$ cat src/rtl/gain_update_pkg.sv
// gain_update_pkg: fixed-point helpers shared by the gain updater and its channels.
package gain_update_pkg;
  function automatic longint fx(input int g, input int fw);
    return longint'(g) <<< fw;
  endfunction
  function automatic int acc_w(input int iw, input int decim);
    return iw + $clog2(decim) + 1;
  endfunction
  function automatic int sum_w(input int gw, input int fw, input int iw, input int decim);
    return gw + fw + iw + $clog2(decim) + 2;
  endfunction
  function automatic longint clamp(input longint v, input longint lo, input longint hi);
    return v < lo ? lo : v > hi ? hi : v;
  endfunction
endpackage

$ cat src/rtl/gain_update_ch.sv
// gain_update_ch: one channel's stored gain, increment accumulator, clamp, load and bound flags.
module gain_update_ch
  import gain_update_pkg::*;
#(
  parameter int GW    = 8,
  parameter int FW    = 4,
  parameter int IW    = 8,
  parameter int DECIM = 1,
  parameter int GMIN  = 3,
  parameter int GMAX  = 128,
  parameter int GINIT = 12
) (
  input  logic                 clk,
  input  logic                 rst_n,
  input  logic                 i_acc_en,
  input  logic                 i_apply,
  input  logic                 i_load,
  input  logic signed [IW-1:0] i_inc,
  input  logic [GW-1:0]        i_load_val,
  output logic [GW-1:0]        o_gain,
  output logic                 o_at_min,
  output logic                 o_at_max
);
  localparam int NW = GW + FW;
  localparam int AW = acc_w(IW, DECIM);
  localparam int SW = sum_w(GW, FW, IW, DECIM);
  localparam longint GMIN_FX  = fx(GMIN, FW);
  localparam longint GMAX_FX  = fx(GMAX, FW);
  localparam longint GINIT_FX = fx(GINIT, FW);
  logic [NW-1:0]        r_g;
  logic signed [AW-1:0] r_acc;
  logic signed [SW-1:0] w_sum;
  logic [NW-1:0]        w_clamped;
  // Sum is wide and signed so under/overflow clamps instead of wrapping; clamping
  // before or after the <<FW of a loaded value gives the same result.
  assign w_sum     = SW'($signed({1'b0, r_g})) + SW'(r_acc) + SW'(i_inc);
  assign w_clamped = NW'(clamp(i_load ? fx(int'(i_load_val), FW) : longint'(w_sum), GMIN_FX, GMAX_FX));
  always_ff @(posedge clk or negedge rst_n) begin
    if (!rst_n) begin
      r_g   <= NW'(GINIT_FX);
      r_acc <= '0;
    end else begin
      if (i_load || i_apply) r_g <= w_clamped;
      r_acc <= (i_load || i_apply) ? '0 : i_acc_en ? r_acc + AW'(i_inc) : r_acc;
    end
  end
  assign o_gain   = r_g[NW-1:FW];
  assign o_at_min = r_g == NW'(GMIN_FX);
  assign o_at_max = r_g == NW'(GMAX_FX);
endmodule

$ cat src/rtl/gain_update.sv
// gain_update: NCH clamped fixed-point loop gains updated from decimated signed increments.
module gain_update
  import gain_update_pkg::*;
#(
  parameter int NCH   = 2,
  parameter int GW    = 8,
  parameter int FW    = 4,
  parameter int IW    = 8,
  parameter int DECIM = 1,
  parameter int GMIN  = 3,
  parameter int GMAX  = 128,
  parameter int GINIT = 12,
  localparam int LW   = NCH > 1 ? $clog2(NCH) : 1
) (
  input  logic              clk,
  input  logic              rst_n,
  input  logic              inc_valid,
  input  logic [NCH*IW-1:0] inc,
  input  logic              freeze,
  input  logic              load,
  input  logic [LW-1:0]     load_ch,
  input  logic [GW-1:0]     load_val,
  output logic [NCH*GW-1:0] gain,
  output logic [NCH-1:0]    at_min,
  output logic [NCH-1:0]    at_max,
  output logic              upd_strobe
);
  localparam int CW = DECIM > 1 ? $clog2(DECIM) : 1;
  logic [CW-1:0] r_cnt;
  logic          w_step, w_apply, w_acc_en;
  assign w_step   = inc_valid && !freeze;
  assign w_apply  = w_step && r_cnt == CW'(DECIM - 1);
  assign w_acc_en = w_step && !w_apply;
  always_ff @(posedge clk or negedge rst_n) begin
    if (!rst_n) begin
      r_cnt      <= '0;
      upd_strobe <= 1'b0;
    end else begin
      r_cnt      <= w_apply ? '0 : w_acc_en ? r_cnt + CW'(1) : r_cnt;
      upd_strobe <= w_apply;
    end
  end
  for (genvar k = 0; k < NCH; k++) begin : g_ch
    gain_update_ch #(
      .GW(GW), .FW(FW), .IW(IW), .DECIM(DECIM), .GMIN(GMIN), .GMAX(GMAX), .GINIT(GINIT)
    ) u_ch (
      .clk       (clk),
      .rst_n     (rst_n),
      .i_acc_en  (w_acc_en),
      .i_apply   (w_apply),
      .i_load    (load && load_ch == LW'(k)),
      .i_inc     (inc[k*IW +: IW]),
      .i_load_val(load_val),
      .o_gain    (gain[k*GW +: GW]),
      .o_at_min  (at_min[k]),
      .o_at_max  (at_max[k])
    );
  end
endmodule
$ cat config.mk
export PLATFORM = sky130hd
export DESIGN_NAME = gain_update
export DESIGN_NICKNAME = d
export VERILOG_FILES = /design/src/rtl/gain_update_pkg.sv /design/src/rtl/gain_update_ch.sv /design/src/rtl/gain_update.sv
export SDC_FILE = /design/constraint.sdc
export NUM_CORES = 1
export LEC_CHECK = 0
export ABC_CLOCK_PERIOD_IN_PS = 5400
export CORE_MARGIN = 2
export CORE_UTILIZATION = 30
export CTS_CLUSTER_DIAMETER = 120
export DETAILED_ROUTE_END_ITERATION = 10
export GPL_TIMING_DRIVEN = 0
export PLACE_DENSITY_LB_ADDON = 0.08
export SLEW_MARGIN = 5
export SYNTH_ARGS = -nofsm -noshare
export SYNTH_HDL_FRONTEND = slang
export SYNTH_HIERARCHICAL = 1
export SYNTH_SLANG_ARGS = --single-unit
$ cat constraint.sdc
create_clock -name clk -period 5.4 [get_ports clk]
set_input_delay 1.08 -clock clk [delete_from_list [all_inputs] [get_ports clk]]
set_output_delay 1.08 -clock clk [all_outputs]
set_load 0.02 [all_outputs]
==> load_flow_metrics.sql <==
INSERT INTO impl_metrics (metric_group, metric, value, unit) VALUES
('cts', 'cts_root_buf', 'sky130_fd_sc_hd__clkbuf_16', ''),
('layout', 'num_antenna_cells', '0', ''),
('setup_path', 'critical_path_buf_inv_count', '2', ''),
('layout', 'area_growth_syn_to_layout', '18.9', '%'),
('timing', 'slew_headroom', '45.9', '%'),
('cts', 'tritoncts', 'yes', ''),
('cts', 'clock_sink_count', '44', ''),
('logic_synthesis', 'yosys_most_used_dff', 'sky130_fd_sc_hd__dfrtp_1', ''),
('setup_path', 'rrSetupSlack', '1.57', 'ns'),
('timing', 'max_freq', '0.213', 'GHz'),
('pwr', 'power_frac_seq', '22.8', '%'),
('placed_design', 'placement.io_buffers', '50', ''),
('routing', 'routed_vias_inst', '5.29', ''),
('timing', 'worst-slew-pin-transition', '0.809', 'ns'),
('timing', 'post-route-min-period', '4.70', 'ns'),
('setup_path', 'critical_path.slowest_cell', 'sky130_fd_sc_hd__clkdlybuf4s50_1', ''),
('routing', 'via_count', '4356', ''),
('logic_synthesis', 'sequential_fraction_of_the_synthesis_area', '21.8', '%'),
('timing', 'fin_worst_skew', '0.00824', 'ns'),
('logic_synthesis', 'synth.area.top_cells', 'sky130_fd_sc_hd__dfrtp_1 20%, sky130_fd_sc_hd__fa_1 12%, sky130_fd_sc_hd__ha_1 11%', ''),
('routing', 'remaining_drc_errors', '0', ''),
('global_route', 'grt_pass1_vias', '4482', ''),
('cts', 'cts_post_setup_buffers_inserted', '0', ''),
('setup_path', 'cp_max_fo', '9', ''),
('routing', 'drt_iter0_markers', '191', ''),
('pwr', 'pwr-share-clk', '18.4', '%'),
('timing', 'timing_max_transition_violations_final', '0', ''),
('die', 'core_area', '0.0165', 'mm2'),
('setup_path', 'setup.worst_path.end_class', 'register', ''),
('cts', 'clk_latency', '0.30', 'ns'),
('global_route', 'largest_net_degree_at_the_start_of_global_routing', '31', ''),
('setup_path', 'worst_path_largest_cell_delay', '0.85', 'ns'),
('global_route', 'grt_pass1_wl', '24000', 'um'),
('setup_path', 'worst_ep_required_time', '5.63', 'ns'),
('min_path', 'timing.hold.worst.class', 'reg -> reg', ''),
('status', 'status', 'finished clean', ''),
('pwr', 'total_leakage_power', '2.64', 'nW'),
('timing', 'final.period_utilization', '87.0', '%'),
('pwr', 'power.density', '326', 'mW/mm2'),
('logic_synthesis', 'synth.cells.most_frequent', '45 x sky130_fd_sc_hd__nand2_1, 44 x sky130_fd_sc_hd__ha_1, 40 x sky130_fd_sc_hd__a21oi_1, 40 x sky130_fd_sc_hd__dfrtp_1, 39 x sky130_fd_sc_hd__nor2_1', ''),
('pwr', 'switchingPower', '0.864', 'mW'),
('cts', 'cts_inserted_buffers', '5', ''),
('die', 'rows', '47', ''),
('pwr', 'vdd_drop_max', '186', 'uV'),
('cts', 'cts-hold-fix-buffers', '0', ''),
('global_route', 'antenna_violations_before_repair', '0', ''),
('layout', 'post_route_cells_drive_above_1_share', '11.8', '%'),
('global_route', 'gr-total-overflow', '0', ''),
('logic_synthesis', 'netlist_area', '0.00507', 'mm2'),
('logic_synthesis', 'synthDistinctLibCells', '82', ''),
('placed_design', 'placedInstanceArea', '0.00586', 'mm2'),
('logic_synthesis', 'synth_warnings', '6', ''),
('logic_synthesis', 'netlist.area_leader.share', '19.8', '%'),
('pwr', 'cellInternalPower', '1.10', 'mW'),
('setup_path', 'timing.critical_path.cells', 'clkdlybuf4s50_1, fa_1, ha_1, clkbuf_1, o21ai_0, nand2b_1, o21a_1, mux2_4, or3_4, o31ai_4, o2111ai_1, o21ai_1', ''),
('logic_synthesis', 'synthMostInstantiatedCell', 'sky130_fd_sc_hd__nand2_1', ''),
('logic_synthesis', 'synth_area_per_cell', '9.30', 'um2'),
('cts', 'cts_repair_resize_count', '0', ''),
('logic_synthesis', 'synth_edf_count', '0', ''),
('logic_synthesis', 'cell_count_after_synthesis', '545', ''),
('job', 'timing.max_cap.violations', '0', ''),
('timing', 'fin_tns_setup', '0', 'ns'),
('pwr', 'power.switching_fraction', '44.0', '%'),
('logic_synthesis', 'synth_async_sr_flop_share', '100', '%'),
('layout', 'fillers', '1698', ''),
('placed_design', 'post-dp-hpwl', '11900', 'um'),
('layout', 'final_util', '36.5', '%'),
('routing', 'drt_pass1_iterations', '5', ''),
('pwr', 'p_comb_share', '58.8', '%'),
('routing', 'route.final.wire_length', '14700', 'um'),
('die', 'ioPinCount', '51', '');
[worst min-delay path: stages, from the launching register on]
cell and delay, ns:
sky130_fd_sc_hd__dfstp_2 0.41, sky130_fd_sc_hd__nand2_1 0.06, sky130_fd_sc_hd__o31ai_1 0.06
[placed cells by master, fill, tap and decap left out, types with 4 or more instances in the layout]
cell | synthesis | final
sky130_fd_sc_hd__nand3b_1 | 4 | 4
sky130_fd_sc_hd__and3_1 | 4 | 4
sky130_fd_sc_hd__and2_1 | 4 | 4
sky130_fd_sc_hd__a22o_1 | 5 | 5
sky130_fd_sc_hd__inv_1 | 22 | 22
sky130_fd_sc_hd__buf_4 | 18 | 18
sky130_fd_sc_hd__nor2_1 | 39 | 39
sky130_fd_sc_hd__o211ai_1 | 5 | 5
sky130_fd_sc_hd__nand3_1 | 18 | 18
sky130_fd_sc_hd__nor3_1 | 10 | 10
sky130_fd_sc_hd__a31oi_1 | 4 | 4
sky130_fd_sc_hd__clkbuf_1 | 9 | 9
sky130_fd_sc_hd__o2111ai_1 | 6 | 6
sky130_fd_sc_hd__clkdlybuf4s50_1 | 0 | 49
sky130_fd_sc_hd__o21ai_0 | 18 | 18
sky130_fd_sc_hd__dfstp_2 | 4 | 4
sky130_fd_sc_hd__or2_2 | 6 | 6
sky130_fd_sc_hd__xnor2_1 | 15 | 15
sky130_fd_sc_hd__nand2b_1 | 7 | 7
sky130_fd_sc_hd__nor2b_1 | 6 | 6
sky130_fd_sc_hd__nor4_1 | 4 | 4
sky130_fd_sc_hd__o21bai_1 | 6 | 6
sky130_fd_sc_hd__ha_1 | 44 | 44
sky130_fd_sc_hd__o31ai_1 | 11 | 11
sky130_fd_sc_hd__a21o_1 | 12 | 12
sky130_fd_sc_hd__o21a_1 | 4 | 4
sky130_fd_sc_hd__o221ai_1 | 5 | 5
sky130_fd_sc_hd__mux2i_1 | 18 | 18
sky130_fd_sc_hd__nand4_1 | 6 | 6
sky130_fd_sc_hd__a21oi_1 | 40 | 40
sky130_fd_sc_hd__nand2_1 | 45 | 45
sky130_fd_sc_hd__clkbuf_16 | 0 | 5
sky130_fd_sc_hd__dfrtp_1 | 40 | 40
sky130_fd_sc_hd__a2111o_1 | 5 | 5
sky130_fd_sc_hd__fa_1 | 30 | 30
[metrics by stage]
stage,setup slack [ns],instances,power (mW)
after floorplan,1.30,545,1.26
after CTS,0.625,824,1.98
final,0.704,824,1.96
after global placement,0.421,815,1.59
after global routing,0.402,824,2.12
after detailed placement,0.304,816,1.61
[flip-flops by register name, indices dropped and copies added (netlist names)]
register and cells:
r_cnt 1, g_ch.u_ch/r_acc 18, upd_strobe 1, g_ch.u_ch/r_g 24
[routing by layer]
metal | GRT usage (%) | part of all wire [%] | up-vias
met5 | 0 | 0 | -
met3 | 2.34 | 3.0 | 17
met1 | 21.6 | 45 | 2115
met4 | 3.84 | 1.4 | 0
li1 | - | - | 2132
met2 | 30.8 | 50 | 92
[power by group through the flow]
stage | Clock, mW | Combinational (mW) | Sequential (mW)
final | 0.362 | 1.15 | 0.448
after global routing | 0.385 | 1.28 | 0.459
after CTS | 0.373 | 1.16 | 0.452
after detailed placement | 0 | 1.15 | 0.458
after global placement | 0 | 1.14 | 0.456
after floorplan | 0 | 0.837 | 0.427
[logic make-up after synthesis]
family	synth area share, %
DFF	21.8
xor gates and xnor gates	2.94
adders and majority gates	22.7
buffers and inverters	5.68
and+or+nand+nor	16.9
AOI/OAI and AO/OA	26.1
muxes	3.85
[layout make-up]
type | count | area (um2) | area share [%]
Multi-Input combinational cell | 445 | 3670 | 61.0
Sequential cell | 44 | 1110 | 18.4
Timing Repair Buffer | 51 | 515 | 8.55
Tap cell | 220 | 275 | 4.57
Buffer | 33 | 201 | 3.34
Clock buffer | 5 | 125 | 2.08
Inverter | 23 | 86.3 | 1.43
Clock inverter | 3 | 42.5 | 0.706
[final timing paths]
| path | startpoint | endpoint | cells after the start |
|---|---|---|---|
| worst min-delay path | g_ch[1].u_ch/r_g[6]$_DFFE_PN1N_ | g_ch[1].u_ch/r_g[6]$_DFFE_PN1N_ | 2 |
| worst min register to register | g_ch[1].u_ch/r_g[6]$_DFFE_PN1N_ | g_ch[1].u_ch/r_g[6]$_DFFE_PN1N_ | 2 |
| worst max register to register | g_ch[0].u_ch/r_g[6]$_DFFE_PN1N_ | g_ch[0].u_ch/r_g[6]$_DFFE_PN1N_ | 10 |
| worst max-delay path | inc[7] | g_ch[0].u_ch/r_g[6]$_DFFE_PN1N_ | 12 |
| max in group asynchronous | rst_n | g_ch[0].u_ch/r_g[7]$_DFFE_PN1N_ | 2 |
| min in group asynchronous | rst_n | g_ch[1].u_ch/r_g[5]$_DFFE_PN0N_ | 1 |
Note: power is estimated with default switching activity, not from simulation.
==> edit 1, RTL diff (same settings) <==
Make the reset (`rst_n`) synchronous in 2 clocked blocks.
--- a/src/rtl/gain_update_ch.sv
+++ b/src/rtl/gain_update_ch.sv
@@ -35,7 +35,7 @@
   // before or after the <<FW of a loaded value gives the same result.
   assign w_sum     = SW'($signed({1'b0, r_g})) + SW'(r_acc) + SW'(i_inc);
   assign w_clamped = NW'(clamp(i_load ? fx(int'(i_load_val), FW) : longint'(w_sum), GMIN_FX, GMAX_FX));
-  always_ff @(posedge clk or negedge rst_n) begin
+  always_ff @(posedge clk) begin
     if (!rst_n) begin
       r_g   <= NW'(GINIT_FX);
       r_acc <= '0;
--- a/src/rtl/gain_update.sv
+++ b/src/rtl/gain_update.sv
@@ -31,7 +31,7 @@
   assign w_step   = inc_valid && !freeze;
   assign w_apply  = w_step && r_cnt == CW'(DECIM - 1);
   assign w_acc_en = w_step && !w_apply;
-  always_ff @(posedge clk or negedge rst_n) begin
+  always_ff @(posedge clk) begin
     if (!rst_n) begin
       r_cnt      <= '0;
       upd_strobe <= 1'b0;
Formal check against the unedited RTL: differs if rst_n is asserted again (counterexample within 4 cycles, from zero or initial values and one cycle with rst_n low); with rst_n held inactive, the same outputs for 4 cycles.
==> edit 1 against the unedited design <==
Wire length down 9.8%. Cell area decreased by 8.2%. Setup slack got worse by 0.21 ns. Area after synthesis shrank 8.8%. Sequential share of layout area fell by 2.4 points. Sequential cell count is the same. Critical endpoint is now g_ch[0].u_ch/r_g[1]$_SDFFE_PN0P_.
Power is not compared: it rests on default switching activity, and its combinational part moved more than twofold at a synthesized area within 25%.
==> edit 1: results (changes against the unedited design) <==
status complete, no violations; Worst slew margin 44.44% (-1.4 points); worst hold path depth 1 (-1); via count 4132 (-5.1%); share of post-route cells with drive strength above 1 8.606% (-3.1 points); number of global-route vias before repair 3976 (-11%); synth cell count leaders 44 x dfxtp_1, 44 x ha_1, 38 x nor2_1; Total GRT Usage 16.80% (-0.26 points); met3 wire length 628 µm (+41%); critical path data arrival time 5.15 ns (+0.23 ns); Layout Skew 0.006644 ns (-0.001595 ns); clk pwr 0.377 mW; Syn Area/Cell 8.840 µm² (-4.9%); M1 WL 6.355 mm (-4.7%); WL/cell 17.28 µm (-3.4%); dpl hpwl 10.92 mm (-8.6%); Inst Count DP 761 (-6.7%); # nets final 684 (-3.3%); global placement routability congestion 0.8721 (+2.1%); initial DRC count 231 (+21%); WL met2 6.171 mm (-17%); DP Area 0.005359 mm² (-8.5%); post-synthesis sequential area ratio 19.05% (-2.8 points); first-pass GRT wire length 21.36 mm (-11%); CP Max Fanout 9 (unchanged); Synth area leaders dfxtp_1 19%, fa_1 13%, ha_1 12%; synthesized netlist net count 627 (-3.4%); Netlist cell types 77 (-6.1%); largest net degree at the start of global routing 16 (-48%); root buffer cell clkbuf_16
==> edit 1: final cells by class <==
type	instances	share of cell area (%)
inverters	28	1.900
well taps	188	4.253
clock buffers	5	2.262
flip-flops and latches	44	15.93
multi-input cells	424	62.81
clock inverters	3	0.8371
repair buffers	50	9.050
plain buffers	27	2.964
==> edit 1: per-layer routing <==
metal,vias up,global-route usage [%]
li1,2043,-
met1,1989,23.38
met2,92,27.56
met3,8,2.796
met4,0,3.361
met5,-,0
==> edit 1: path summary, 6_finish.rpt <==
check | from | to | slack (ns)
worst max register to register | g_ch[0].u_ch/r_acc[1]$_SDFFE_PP0P_ | g_ch[0].u_ch/r_g[1]$_SDFFE_PN0P_ | 1.42
worst min-delay path | r_cnt$_SDFFE_PP0P_ | upd_strobe$_SDFF_PN0_ | 0.48
worst min register to register | r_cnt$_SDFFE_PP0P_ | upd_strobe$_SDFF_PN0_ | 0.48
worst max-delay path | inc[7] | g_ch[0].u_ch/r_g[1]$_SDFFE_PN0P_ | 0.49
==> edit 1: cells by family after synthesis <==
group,synth area share [%]
and+or+nand+nor,17.16
xor gates and xnor gates,3.599
buffers and inverters,5.819
adders and majority gates,24.90
AOI/OAI and AO/OA,26.17
DFF,19.05
muxes,3.302
==> edit 1: through the flow <==
step                      power [mW]  setup slack, ns
after detailed placement      0.7466           0.1886
after CTS                      1.133           0.5012
final                          1.116           0.4946
after global placement        0.7440           0.1696
after global routing           1.192           0.1943
after floorplan               0.6177            1.244
==> edit 1: worst max-delay path: stages <==
cell             delay [ns]
clkdlybuf4s50_1        0.85
fa_1                   0.51
ha_1                   0.39
a21oi_1                0.26
o211ai_1               0.25
and4_1                 0.26
o32ai_1                0.69
a41oi_1                0.18
a31oi_1                0.43
a32o_1                 0.24
==> edit 2, RTL diff (same settings) <==
Made on the original files. `IW` is set to 8 in 2 places; all go to 9.
--- a/src/rtl/gain_update_ch.sv
+++ b/src/rtl/gain_update_ch.sv
@@ -4,7 +4,7 @@
 #(
   parameter int GW    = 8,
   parameter int FW    = 4,
-  parameter int IW    = 8,
+  parameter int IW    = 9,
   parameter int DECIM = 1,
   parameter int GMIN  = 3,
   parameter int GMAX  = 128,
--- a/src/rtl/gain_update.sv
+++ b/src/rtl/gain_update.sv
@@ -5,7 +5,7 @@
   parameter int NCH   = 2,
   parameter int GW    = 8,
   parameter int FW    = 4,
-  parameter int IW    = 8,
+  parameter int IW    = 9,
   parameter int DECIM = 1,
   parameter int GMIN  = 3,
   parameter int GMAX  = 128,
Interface: changed (resized inc); port bits go from 51 to 53. No check against the original RTL was run, so the function may have changed too.
==> edit 2 against the unedited design <==
Global-route usage shrank 0.43 points. Wire length grew 0.45%. Highest routed layer unchanged. Worst hold slack lost 0.0082 ns. Setup slack lost 0.038 ns. Cell area grew 3.6%. Utilization shrank 0.25 points. Sequential cell count grew 2. Area after synthesis grew 3.8%. Final cell count grew 3.3%. Total power grew 27%. Critical endpoint is now g_ch[0].u_ch/r_g[2]$_DFFE_PN0N_. Synthesized cell count grew 3.7%.
==> edit 2: results (changes against the unedited design) <==
clk cell area share 2.666% (-0.12 points); Worst-path clk slew 0.07 ns (about the same); CP max stage delay 0.58 ns (-0.27 ns); GR Util met1 25.39% (+3.8 points); critical path data arrival time 4.96 ns (+0.04 ns); DP Worst Slack 0.3417 ns (+0.03797 ns); Netlist cell types 64 (-22%); largest net degree at the start of global routing 28 (-9.7%); Layout Skew 0.006115 ns (-0.002125 ns); Critical R2R Capture g_ch[0].u_ch/r_g[2]$_DFFE_PN0N_; CP Max Fanout 7 (-2); met3 usage 2.163% (-0.18 points); Synth area leaders dfrtp_1 20%, fa_1 11%, ha_1 11%; Max IR drop VDD 0.1375 mV (-26%); vias per inst 5.456 (+3.2%); Min Clock Period, post-route 4.734 ns (+0.03812 ns); Clk Latency, worst-skew pair 0.29 ns; DP Area 0.006076 mm² (+3.7%); area of the multi-input gates 0.003826 mm² (+4.2%); LEAKAGE 2.648 nW (+0.46%); initial DRC count 363 (+90%); via count 4643 (+6.6%); buffers outside the clock class 87 (+3.6%); fillers 1795 (+5.7%); # nets final 733 (+3.7%); dpl hpwl 12.08 mm (+1.1%); top layer in use met4; first-pass GRT wire length 24.29 mm (+1.1%); M1 WL 7.691 mm (+15%); Net Sw Frac 46.97% (+3.0 points); met3 wire length 546 µm (+23%); R2R setup slack 1.59 ns (+0.02 ns); met2 GRT Util 24.71% (-6.1 points); Syn Area/Cell 9.308 µm² (+0.10%); fraction of area in multi-input gates 61.29% (+0.33 points); comb_multi_in 462 (+3.8%); Data buffer area share 11.63% (-0.27 points); share of post-route cells with drive strength above 1 11.82% (+0.066 points); clock sink count 46 (+4.5%); drt first pass iters 5 (unchanged); Inst Count DP 843 (+3.3%); RR Startpoint g_ch[0].u_ch/r_acc[1]$_DFFE_PN0P_; cell family with most CP delay compound AO/OA/AOI/OAI gates; PortBufs 52 (+4.0%); WL met2 6.390 mm (-14%); final-layout clock buffer total 8 (+3); Worst slew margin 43.99% (-1.9 points); WL/cell 17.39 µm (-2.7%); post-synthesis sequential area ratio 21.98% (+0.16 points); number of global-route vias before repair 4537 (+1.2%); Total GRT Usage 16.63% (-0.43 points); Top Registers g_ch.u_ch/r_g: 24 flops, g_ch.u_ch/r_acc: 20 flops; global placement routability congestion 0.8235 (-3.6%); synthesized netlist net count 673 (+3.7%); status complete, no violations; Seq. cell area 0.001156 mm² (+4.5%); Worst path slowest cell o31ai_2
==> edit 2: how the worst min path moves through the flow <==
stage	from	to	cells past startpoint	slack (ns)
2_1_floorplan	g_ch[0].u_ch/r_g[7]$_DFFE_PN1N_	g_ch[0].u_ch/r_g[7]$_DFFE_PN1N_	2	0.48
3_3_place_gp	r_cnt$_DFFE_PN0P_	r_cnt$_DFFE_PN0P_	1	0.51
3_5_place_dp	r_cnt$_DFFE_PN0P_	r_cnt$_DFFE_PN0P_	1	0.51
4_1_cts	g_ch[1].u_ch/r_g[7]$_DFFE_PN1N_	g_ch[1].u_ch/r_g[7]$_DFFE_PN1N_	2	0.52
5_1_grt	g_ch[1].u_ch/r_g[7]$_DFFE_PN1N_	g_ch[1].u_ch/r_g[7]$_DFFE_PN1N_	2	0.53
6_report	g_ch[0].u_ch/r_g[7]$_DFFE_PN1N_	g_ch[0].u_ch/r_g[7]$_DFFE_PN1N_	2	0.51
==> edit 2: logic make-up after synthesis <==
kind of cell | count (synthesis) | synth area share [%]
flip-flops | 46 | 21.98
AO/OA/AOI/OAI | 182 | 26.27
AND/OR/NAND/NOR | 172 | 18.32
XOR/XNOR | 16 | 2.665
multiplexers | 16 | 3.141
buffers and inverters | 57 | 5.258
adder cells (fa/ha/maj) | 76 | 22.37
==> edit 2: power groups by stage <==
stage / sequential [mW] / combinational [mW] / clock, mW
after CTS: 0.520 / 1.63 / 0.364
after detailed placement: 0.527 / 1.62 / 0
after global routing: 0.531 / 1.80 / 0.374
after floorplan: 0.487 / 1.17 / 0
after global placement: 0.525 / 1.60 / 0
final: 0.513 / 1.63 / 0.352
